## src/rtl/spi_master.sv

```systemverilog
// SPI byte master: full-duplex 8-bit transfer to one of three slaves over 9 active clocks.
// Define SPI_MASTER_MSB_FIRST_EN to shift MSB-first; the default build shifts LSB-first.
`timescale 1ns/1ps

module spi_master (
    input  logic       clk,
    input  logic       reset,
    input  logic       start,
    input  logic [1:0] slaveSelect,
    input  logic [7:0] masterDataToSend,
    output logic [7:0] masterDataReceived,
    output logic       SCLK,
    output logic [0:2] CS,
    output logic       MOSI,
    input  logic       MISO
);

    // Handshake: start is honoured only on an edge where flag=1 (idle); once the
    // transfer is accepted, start, slaveSelect and masterDataToSend are ignored
    // until flag returns to 1 on the completion edge.
    typedef enum logic {
        ST_IDLE   = 1'b0,
        ST_ACTIVE = 1'b1
    } state_t;

    state_t      state;
    logic        flag;
    logic [7:0]  tx_sr;
    logic [7:0]  rx_sr;
    logic [3:0]  bit_cnt;
    logic        tx_bit;
    logic [7:0]  rx_next;
    logic [0:2]  cs_sel;

    always_comb begin
        tx_bit  = 1'b0;
        rx_next = rx_sr;
`ifdef SPI_MASTER_MSB_FIRST_EN
        tx_bit  = tx_sr[3'd7 - bit_cnt[2:0]];
        rx_next = {rx_sr[6:0], MISO};
`else
        tx_bit  = tx_sr[bit_cnt[2:0]];
        rx_next = {MISO, rx_sr[7:1]};
`endif
    end

    // slaveSelect=3 runs the transfer with no chip select asserted.
    always_comb begin
        cs_sel = 3'b111;
        case (slaveSelect)
            2'd0:    cs_sel = 3'b011;
            2'd1:    cs_sel = 3'b101;
            2'd2:    cs_sel = 3'b110;
            default: cs_sel = 3'b111;
        endcase
    end

    always_ff @(posedge clk or negedge reset) begin
        if (!reset) begin
            state              <= ST_IDLE;
            flag               <= 1'b1;
            CS                 <= 3'b111;
            MOSI               <= 1'b0;
            masterDataReceived <= 8'h00;
            tx_sr              <= 8'h00;
            rx_sr              <= 8'h00;
            bit_cnt            <= 4'd0;
        end else begin
            case (state)
                ST_IDLE: begin
                    if (start) begin
                        state   <= ST_ACTIVE;
                        flag    <= 1'b0;
                        tx_sr   <= masterDataToSend;
                        rx_sr   <= 8'h00;
                        bit_cnt <= 4'd0;
                        CS      <= cs_sel;
                        MOSI    <= 1'b0;
                    end
                end
                ST_ACTIVE: begin
                    bit_cnt <= bit_cnt + 4'd1;
                    if (bit_cnt <= 4'd7) begin
                        MOSI <= tx_bit;
                    end
                    if (bit_cnt >= 4'd1) begin
                        rx_sr <= rx_next;
                    end
                    // Count 8 samples the last MISO bit and closes the frame.
                    if (bit_cnt == 4'd8) begin
                        state              <= ST_IDLE;
                        flag               <= 1'b1;
                        masterDataReceived <= rx_next;
                        CS                 <= 3'b111;
                        MOSI               <= 1'b0;
                    end
                end
                default: begin
                    state <= ST_IDLE;
                    flag  <= 1'b1;
                end
            endcase
        end
    end

    assign SCLK = clk & ~flag;

endmodule

```

## config.mk

```make
export PLATFORM = sky130hd
export DESIGN_NAME = spi_master
export DESIGN_NICKNAME = d
export VERILOG_FILES = /design/src/rtl/spi_master.sv
export SDC_FILE = /design/constraint.sdc
export NUM_CORES = 1
export LEC_CHECK = 0
export ABC_CLOCK_PERIOD_IN_PS = 4300
export CAP_MARGIN = 10
export CORE_ASPECT_RATIO = 0.6
export CORE_MARGIN = 4
export CORE_UTILIZATION = 55
export CTS_CLUSTER_DIAMETER = 60
export CTS_CLUSTER_SIZE = 25
export DETAILED_ROUTE_END_ITERATION = 8
export PLACE_DENSITY = 0.9
export SLEW_MARGIN = 25
export SYNTH_ARGS = -nofsm -noshare
export SYNTH_HDL_FRONTEND = slang
export SYNTH_SLANG_ARGS = --single-unit
export TNS_END_PERCENT = 20
```

## constraint.sdc

```tcl
create_clock -name clk -period 4.3 [get_ports clk]
set_input_delay 0.645 -clock clk [delete_from_list [all_inputs] [get_ports clk]]
set_output_delay 0.645 -clock clk [all_outputs]
set_load 0.005 [all_outputs]
```

-- Yosys cells after proc, flatten, opt, wreduce, memory -nomap -nowiden
Cells that the tools add are included.
- $add $sub $neg: 1
- reductions and logical operators: 6
- muxes and demuxes: 20
- bitwise logic cells: 3
- equal/unequal tests: 7
- $lt $le $gt $ge: 3
- operators with widths (cell ; number):
    8-bit 2-to-1 mux ; 2
    8-bit case mux with 2 select lines ; 1
    2-bit AND reduction ; 5
    3-bit case mux with 3 select lines ; 1
    4-bit case mux with 2 select lines ; 1
    1-bit 2-to-1 mux ; 7
    3-bit 2-to-1 mux ; 2
    1-bit case mux with 2 select lines ; 3
    3-bit case mux with 2 select lines ; 1
    4-bit by 1-bit adder with 4-bit output, second input constant ; 1
    4-bit == test, second input constant ; 1
    4-bit by 1-bit >= comparator with 1-bit output, second input constant ; 1
    4-bit by 3-bit <= comparator with 1-bit output, second input constant ; 1
    3-bit by 4-bit < comparator with 1-bit output, second input constant ; 1
    4-bit 2-to-1 mux ; 1
    2-bit by 1-bit inequality test with 1-bit output, second input constant ; 2
    1-bit binary-select mux with 3-bit select ; 1
    3-bit by 1-bit inequality test with 1-bit output, second input constant ; 1
    2-bit by 1-bit == test with 1-bit output, second input constant ; 1
    2-bit == test, second input constant ; 1
    2-bit zero test ; 1
    2-bit inequality test, second input constant ; 1
    1-bit NOT ; 2
    1-bit AND ; 1
- output and inout bits: 13
- logic and storage cells: 48
- input port bits: 14
- flip-flop bits (word level): 34

-- Longest topological paths before layout
Gate-level depths: netlist of run 1.
- word-level depth: 5
- gate-level depth with buffers: 7
- mapped depth without buffers: 5

==> results of run 1 <==
## sequential cells by signal, indices dropped and copies added, names as in the netlist
name / count
CS: 3
rx_sr: 7
masterDataReceived: 8
tx_sr: 8
bit_cnt: 4
state: 1
MOSI: 1
flag: 1
## metal layers
layer / track usage [%] / wire length, um / up-vias
met2: 28.4 / 1370 / 30
met4: 12.1 / 37 / 0
met5: 0 / 0 / -
li1: - / - / 447
met1: 25.2 / 1340 / 475
met3: 10.9 / 214 / 5
## cell type report
class / count / share of cell area (%)
clock buffer: 11 / 6.78
clock inverter: 1 / 0.266
inverter: 6 / 1.20
multi-input combinational: 64 / 31.3
sequential: 33 / 44.1
tap: 32 / 2.13
timing repair buffer: 28 / 14.2
## kinds of logic after synthesis
family	synth area share [%]
AOI/OAI and AO/OA	6.75
xor gates and xnor gates	0.591
adders and majority gates	2.53
buffers and inverters	4.30
DFF	56.0
muxes	21.1
and+or+nand+nor	8.69
## path summary, 6_finish.rpt
path	startpoint	endpoint	slack, ns
max	clk	SCLK	0.74
min	reset	MOSI	0.23
max reg2reg	bit_cnt[1]	masterDataReceived[6]	2.37
min reg2reg	flag	flag	0.49
max in group asynchronous	reset	CS[0]	3.50
min in group clk	flag	flag	0.49
## worst reg2reg max path, delay by kind of cell, from the launching register on
| family | cells | cell delay [ns] |
|---|---|---|
| buf+inv | 1 | 0.14 |
| mux | 1 | 0.41 |
| fa+ha+maj | 1 | 0.22 |
| flops | 1 | 0.48 |
| simple gates | 1 | 0.57 |
## power breakdown
part / leakage (nW) / total (mW) / internal (mW) / switching [mW]
registers: 0.389 / 0.595 / 0.471 / 0.125
clock network: 0.0698 / 0.314 / 0.189 / 0.124
logic: 0.362 / 0.528 / 0.339 / 0.189
## per-stage QoR
step                      cells  setup WS [ns]  utilization, %  power, mW
after CTS                   175          0.726            74.3       1.45
after detailed placement    164          0.976            69.5       1.15
final                       175          0.736            74.1       1.44
after global routing        175          0.712            74.1       1.54
after floorplan             109           1.39               -      0.941
after global placement      164          0.976            69.5       1.11
## cell usage in the layout (no fill, tap or decap), types with 2 or more instances in the layout
master and n:
nand3_1 2, nor2_1 2, mux2_2 24, clkbuf_8 8, mux2i_1 2, dfrtp_1 29
ha_1 3, clkdlybuf4s50_1 25, nor2b_1 9, nor3_1 3, buf_4 3, dfstp_2 4
inv_1 6, a31oi_1 4, clkbuf_1 2
==> summary.txt, run 1 <==
Global route
  • Vias in the first global route: 1015
  • First-pass GRT wire length: 4.89 mm
  • Initial antenna violation count: 0
  • Tot GR Track Use: 20.3%
  • Largest net degree at the start of global routing: 25
  • Overflow after GRT: 0

Clocking
  • TritonCTS clock tree: yes
  • Clk slew on worst S/H paths: 0.07 ns
  • CTS Hold Bufs: 0
  • Setup bufs post-CTS: 0
  • Post-CTS Resized: 0
  • Worst-skew pair later-pin latency: 0.39 ns

Synthesis
  • Synth Instances: 109
  • Library cells used by synthesis: 29
  • FFs w/ async S/R, synth: 100%
  • Top_reg_cell synth: dfrtp_1
  • Syn nets: 126
  • Top cells by count, synth: dfrtp_1, mux2_2, nor2b_1
  • Top-count cell post-synth: dfrtp_1
  • Synth area leaders: dfrtp_1, mux2_2, dfstp_2
  • Area share of the largest cell type after synthesis: 48.9%
  • Post-synthesis sequential area ratio: 56.0%
  • Biggest area consumer among synthesized cells: dfrtp_1
  • Synth Cell Area: 1480 um2
  • Number of synthesized flops with an enable pin: 0
  • Ys Warns: 0
  • Flop and latch count out of synthesis: 33
  • Syn Area/Cell: 13.6 um2

Place
  • Gpl congestion: 0.775
  • IO buf count: 26
  • DP Area: 1760 um2
  • Post-DP HPWL: 2.02 mm

Layout
  • Fillers: 166
  • Area of the multi-input gates: 588 um2
  • Inserted Diodes: 0
  • FF+latch area: 831 um2
  • Post-Layout Inst Area: 1880 um2
  • Nets: 159
  • Layout area overhead: 26.9%
  • Fraction of layout cells with a size suffix above 1: 31.5%

Timing
  • Final hold viol count: 0
  • Final Max Slew Viols: 0
  • Worst-Margin Slew: 0.547 ns
  • Clock skew: 0.00592 ns
  • RSZ-0062 raised after global routing: no
  • Rel. slew slack: 63.5%
  • Final number of setup-violating endpoints: 0
  • Hold Slack: 0.231 ns
  • Setup tns final: 0 ns

Detailed routing
  • Pre-antenna DRT Iters: 4
  • ANT nets after route: 0
  • Drt drc: 0
  • Final wirelength: 2.96 mm
  • Vias per cell: 5.47
  • DRT iter0 DRCs: 31
  • Via count: 957
  • Wire per inst: 16.9 um

Pwr
  • Leak: 0.821 nW
  • Pwr/cell area: 764 nW/um2
  • Peak VDD IR: 0.000373 V

Outcome
  • Status: completed

Worst setup path
  • Critical path cell sequence: clkbuf_8, clkbuf_8, nor2b_1, clkdlybuf4s50_1
  • Startpoint Class: clock port
  • Worst Path Required: 3.65 ns
  • WS Path Type: clock port to output port
  • Most used cell, CP: clkbuf_8
  • Critical Path Stages: 4
  • Crit path buf inv count: 3
  • Critical path capture point type: output port
  • CP peak stage delay: 0.43 ns
  • Worst Path Max Fanout: 2
  • CP arrival: 2.92 ns
  • CP top delay family: buffers and inverters
  • R2r worst-path depth: 4
  • Slowest CP cell: clkdlybuf4s50_1

Die
  • Starting density of the core: 58.4%
  • Row cnt: 14
  • DIE WIDTH: 75.0 um
  • I/O pin total: 27
  • Core Area: 2540 um2
  • Die Footprint: 3620 um2
  • Die H: 48.2 um

Hold path
  • Tightest Hold Check Type: input pin to async pin

Flow run
  • Max-cap violation count: 0
(Power assumes the default switching activity.)
==> inputs of run 2 (changes only) <==
--- a/config.mk
+++ b/config.mk
@@ -5,15 +5,15 @@
 export SDC_FILE = /design/constraint.sdc
 export NUM_CORES = 1
 export LEC_CHECK = 0
-export ABC_CLOCK_PERIOD_IN_PS = 4300
+export ABC_CLOCK_PERIOD_IN_PS = 2910
 export CAP_MARGIN = 10
 export CORE_ASPECT_RATIO = 0.6
 export CORE_MARGIN = 4
-export CORE_UTILIZATION = 55
+export CORE_UTILIZATION = 46
 export CTS_CLUSTER_DIAMETER = 60
 export CTS_CLUSTER_SIZE = 25
 export DETAILED_ROUTE_END_ITERATION = 8
-export PLACE_DENSITY = 0.9
+export PLACE_DENSITY = 0.81
 export SLEW_MARGIN = 25
 export SYNTH_ARGS = -nofsm -noshare
 export SYNTH_HDL_FRONTEND = slang
==> constraint.sdc (replaced) <==
create_clock -name clk -period 2.91 [get_ports clk]
set_input_delay 0.4365 -clock clk [delete_from_list [all_inputs] [get_ports clk]]
set_output_delay 0.4365 -clock clk [all_outputs]
set_load 0.005 [all_outputs]
==> run 2 against run 1 <==
  * Setup slack worse by 0.49 ns
  * Critical path type unchanged
  * Non-clock buffer count is 1 lower
  * Count of clock-buffer cells in the layout did not move
  * Largest power group unchanged
==> summary.txt, run 2 (synthesis gave the netlist of run 1 again) <==
Place
  • Post-DP HPWL: 2.00 mm
  • Placement Setup Slack: 0.490 ns
  • IO buf count: 26
  • Gpl congestion: 0.761

Worst setup path
  • Startpoint Class: clock port
  • CP arrival: 2.23 ns
  • CP top delay family: buffers and inverters
  • Worst Path Max Fanout: 2
  • R2r worst-path depth: 4
  • Critical path cell sequence: clkbuf_8, clkbuf_8, nor2b_1, clkdlybuf4s50_1
  • Worst Path Required: 2.47 ns
  • Most used cell, CP: clkbuf_8
  • Critical path capture point type: output port
  • Slowest CP cell: clkdlybuf4s50_1
  • CP peak stage delay: 0.43 ns
  • Crit path buf inv count: 3
  • WS Path Type: clock port to output port
  • Critical Path Stages: 4

Detailed routing
  • Wire per inst: 15.6 um
  • Vias per cell: 5.14
  • Drt drc: 0
  • DRT iter0 DRCs: 35
  • Pre-antenna DRT Iters: 4
  • ANT nets after route: 0
  • Via count: 941
  • Final wirelength: 2.86 mm

Flow run
  • Max-cap violation count: 0

Layout
  • Largest regs: masterDataReceived (8), tx_sr (8), rx_sr (7)
  • Commonest cells after routing, fill and taps aside: dfrtp_1, clkdlybuf4s50_1, mux2_2, nor2b_1, clkbuf_8
  • Fillers: 231
  • Layout area overhead: 27.9%
  • Nets: 158
  • Inserted Diodes: 0
  • FF+latch area: 831 um2
  • Area of the multi-input gates: 588 um2
  • Fraction of layout cells with a size suffix above 1: 30.5%
  • Commonest non-fill, non-tap cell in the layout: dfrtp_1

Clocking
  • CTS Hold Bufs: 0
  • Post-CTS Resized: 0
  • TritonCTS clock tree: yes
  • Clk slew on worst S/H paths: 0.07 ns
  • Setup bufs post-CTS: 0
  • Worst-skew pair later-pin latency: 0.39 ns

Die
  • Starting density of the core: 49.7%
  • I/O pin total: 27
  • Row cnt: 15
  • Die Footprint: 4230 um2
  • DIE WIDTH: 81.3 um
  • Die H: 52.0 um
  • Core Area: 2980 um2

Timing
  • Clock skew: 0.00752 ns
  • Setup ws final: 0.245 ns
  • Setup tns final: 0 ns
  • Hold Slack: 0.451 ns
  • Rel. slew slack: 62.2%
  • Final Max Slew Viols: 0
  • Final hold viol count: 0
  • Worst-Margin Slew: 0.566 ns
  • RSZ-0062 raised after global routing: no
  • Final number of setup-violating endpoints: 0

Global route
  • Largest net degree at the start of global routing: 34
  • Overflow after GRT: 0
  • Tot GR Track Use: 16.4%
  • Initial antenna violation count: 0
  • First-pass GRT wire length: 4.86 mm
  • Vias in the first global route: 1028

Pwr
  • Pwr/cell area: 1120 nW/um2
  • Peak VDD IR: 0.000458 V
  • Total power: 2.13 mW
  • Leak: 0.818 nW

Hold path
  • Tightest Hold Check Type: input pin to async pin

Outcome
  • Status: completed
run 2: cell count changes in the layout (fill, tap and decap cells not counted):
cell,before,now
clkbuf_8,8,9
clkbuf_1,2,1
buf_2,1,0
clkdlybuf4s50_1,25,26
buf_4,3,2
clkinv_2,1,0
run 2: routing by layer:
layer	GRT usage [%]	routed length, um
met1	19.8	1320
met2	22.6	1210
met3	9.00	283
met4	10.1	48
met5	0	0
run 2: final timing paths:
check	from	endpoint	slack [ns]
max in group asynchronous	reset	CS[2]	2.12
min	reset	tx_sr[5]	0.45
max	clk	SCLK	0.25
min in group clk	flag	flag	0.48
min reg2reg	flag	flag	0.48
max reg2reg	bit_cnt[1]	masterDataReceived[0]	0.95
run 2: stage by stage:
stage / instances / util [%] / instance area (um2)
4_1_cts: 183 / 63.6 / 1900
2_1_floorplan: 109 / - / 1480
6_report: 183 / 63.6 / 1900
3_5_place_dp: 173 / 59.3 / 1770
3_3_place_gp: 173 / 59.3 / 1770
5_1_grt: 183 / 63.6 / 1900
run 2: layout make-up:
| class | instances | share of cell area, % |
|---|---|---|
| flip-flops and latches | 33 | 43.8 |
| multi-input cells | 64 | 31.0 |
| repair buffers | 27 | 14.0 |
| well taps | 42 | 2.77 |
| clock buffers | 11 | 7.26 |
| inverters | 6 | 1.19 |
run 2: report_power, final:
group          internal [mW]  leakage [nW]  total, mW  switching, mW
combinational          0.500         0.357      0.775          0.275
clock                  0.300        0.0718      0.481          0.181
sequential             0.695         0.389      0.876          0.180
==> inputs of run 3 (changes only) <==
--- a/config.mk
+++ b/config.mk
@@ -5,15 +5,15 @@
 export SDC_FILE = /design/constraint.sdc
 export NUM_CORES = 1
 export LEC_CHECK = 0
-export ABC_CLOCK_PERIOD_IN_PS = 2910
+export ABC_CLOCK_PERIOD_IN_PS = 2600
 export CAP_MARGIN = 10
 export CORE_ASPECT_RATIO = 0.6
 export CORE_MARGIN = 4
-export CORE_UTILIZATION = 46
+export CORE_UTILIZATION = 51
 export CTS_CLUSTER_DIAMETER = 60
 export CTS_CLUSTER_SIZE = 25
 export DETAILED_ROUTE_END_ITERATION = 8
-export PLACE_DENSITY = 0.81
+export PLACE_DENSITY = 0.89
 export SLEW_MARGIN = 25
 export SYNTH_ARGS = -nofsm -noshare
 export SYNTH_HDL_FRONTEND = slang
==> constraint.sdc (replaced) <==
create_clock -name clk -period 2.6 [get_ports clk]
set_input_delay 0.39 -clock clk [delete_from_list [all_inputs] [get_ports clk]]
set_output_delay 0.39 -clock clk [all_outputs]
set_load 0.005 [all_outputs]
==> run 3 against run 2 <==
  * Die area down 8.6%
  * Hold slack worse by 0.045 ns
  * Critical endpoint unchanged
  * Final area unchanged
  * Routed wire length up 4.8%
  * Via count up 0.53%
  * Clock power up 8.7%
  * Utilization up 8.1 points
  * Non-clock buffer count up 1
  * Final cell count unchanged
  * Sequential power up 14%
  * Combinational power up 12%
  * Highest routed layer unchanged
  * Flip-flop and latch count unchanged
==> summary.txt, run 3 (synthesis gave the netlist of run 1 again) <==
Outcome
  • Status: completed

Clocking
  • Clk slew on worst S/H paths: 0.06 ns
  • Worst-skew pair later-pin latency: 0.39 ns
  • Setup bufs post-CTS: 0
  • Post-CTS Resized: 0
  • CTS Hold Bufs: 0
  • TritonCTS clock tree: yes

Layout
  • Largest regs: masterDataReceived (8), tx_sr (8), rx_sr (7)
  • Commonest cells after routing, fill and taps aside: dfrtp_1, clkdlybuf4s50_1, mux2_2, nor2b_1, clkbuf_8
  • Nets: 159
  • Inserted Diodes: 0
  • Fraction of layout cells with a size suffix above 1: 30.8%
  • Commonest non-fill, non-tap cell in the layout: dfrtp_1
  • Layout area overhead: 27.9%

Global route
  • Tot GR Track Use: 18.8%
  • First-pass GRT wire length: 5.01 mm
  • Overflow after GRT: 0
  • Largest net degree at the start of global routing: 34
  • Initial antenna violation count: 0
  • Vias in the first global route: 1031

Place
  • IO buf count: 26
  • Gpl congestion: 0.809
  • Placement Setup Slack: 0.381 ns
  • Post-DP HPWL: 2.02 mm

Detailed routing
  • Via count: 946
  • ANT nets after route: 0
  • Pre-antenna DRT Iters: 4
  • Drt drc: 0
  • Vias per cell: 5.17
  • DRT iter0 DRCs: 57
  • Wire per inst: 16.4 um
  • Final wirelength: 2.99 mm

Timing
  • Worst-Margin Slew: 0.554 ns
  • Setup tns final: 0 ns
  • Final number of setup-violating endpoints: 0
  • Final Max Slew Viols: 0
  • Clock skew: 0.00607 ns
  • Final hold viol count: 0
  • RSZ-0062 raised after global routing: no
  • Setup ws final: 0.136 ns
  • Rel. slew slack: 63.0%

Worst setup path
  • Worst Path Max Fanout: 2
  • Critical path capture point type: output port
  • CP arrival: 2.07 ns
  • Startpoint Class: clock port
  • Worst Path Required: 2.21 ns
  • WS Path Type: clock port to output port

Die
  • Core Area: 2650 um2
  • Die Footprint: 3860 um2
  • Starting density of the core: 56.1%
  • Die H: 49.8 um
  • Row cnt: 14
  • DIE WIDTH: 77.6 um
  • I/O pin total: 27

Pwr
  • Peak VDD IR: 0.000621 V
  • Leak: 0.822 nW
  • Pwr/cell area: 1260 nW/um2

Hold path
  • Tightest Hold Check Type: input pin to async pin

Flow run
  • Max-cap violation count: 0
-- run 3: cell count changes in the layout (fill, tap and decap cells not counted) --
| cell | change |
|---|---|
| buf_4 | +1 |
| clkbuf_1 | +1 |
| clkbuf_8 | -1 |
| clkinv_2 | +1 |
-- run 3: final cells by class --
cell class                 instances  area (um2)
sequential                        33         831
fill                             180         748
multi-input combinational         64         588
timing repair buffer              28         273
clock buffer                      11         128
tap                               40        50.0
inverter                           6        22.5
clock inverter                     1        5.00
-- run 3: path summary, 6_finish.rpt --
path,from,to,slack (ns),cells past startpoint
max,clk,SCLK,0.14,4
max reg2reg,bit_cnt[1],masterDataReceived[5],0.66,4
min reg2reg,flag,flag,0.47,2
max in group asynchronous,reset,CS[0],1.87,2
min in group clk,flag,flag,0.47,2
min,reset,bit_cnt[3],0.41,2
-- run 3: per-stage QoR --
| step | std cells | cell area [um2] | util, % | power (mW) | hold slack [ns] |
|---|---|---|---|---|---|
| after global placement | 172 | 1770 | 67.1 | 1.85 | 0.466 |
| after detailed placement | 172 | 1770 | 67.1 | 1.91 | 0.468 |
| after global routing | 183 | 1900 | 71.7 | 2.57 | 0.449 |
| after floorplan | 109 | 1480 | - | 1.56 | 0.0944 |
| final | 183 | 1900 | 71.7 | 2.39 | 0.406 |
| after CTS | 183 | 1900 | 71.7 | 2.42 | 0.408 |
-- run 3: report_power, final --
part	switching (mW)	internal [mW]
combinational	0.308	0.562
clock	0.209	0.314
sequential	0.220	0.779
-- run 3: critical path, stage by stage --
cell,delay [ns]
clkbuf_8,0.11
clkbuf_8,0.12
nor2b_1,0.11
clkdlybuf4s50_1,0.43
-- run 3: layer usage --
metal	GRT usage, %	wire (um)	vias up
met4	11.8	48	0
met1	21.3	1350	455
li1	-	-	450
met2	26.3	1320	35
met3	12.2	268	6
met5	0	0	-
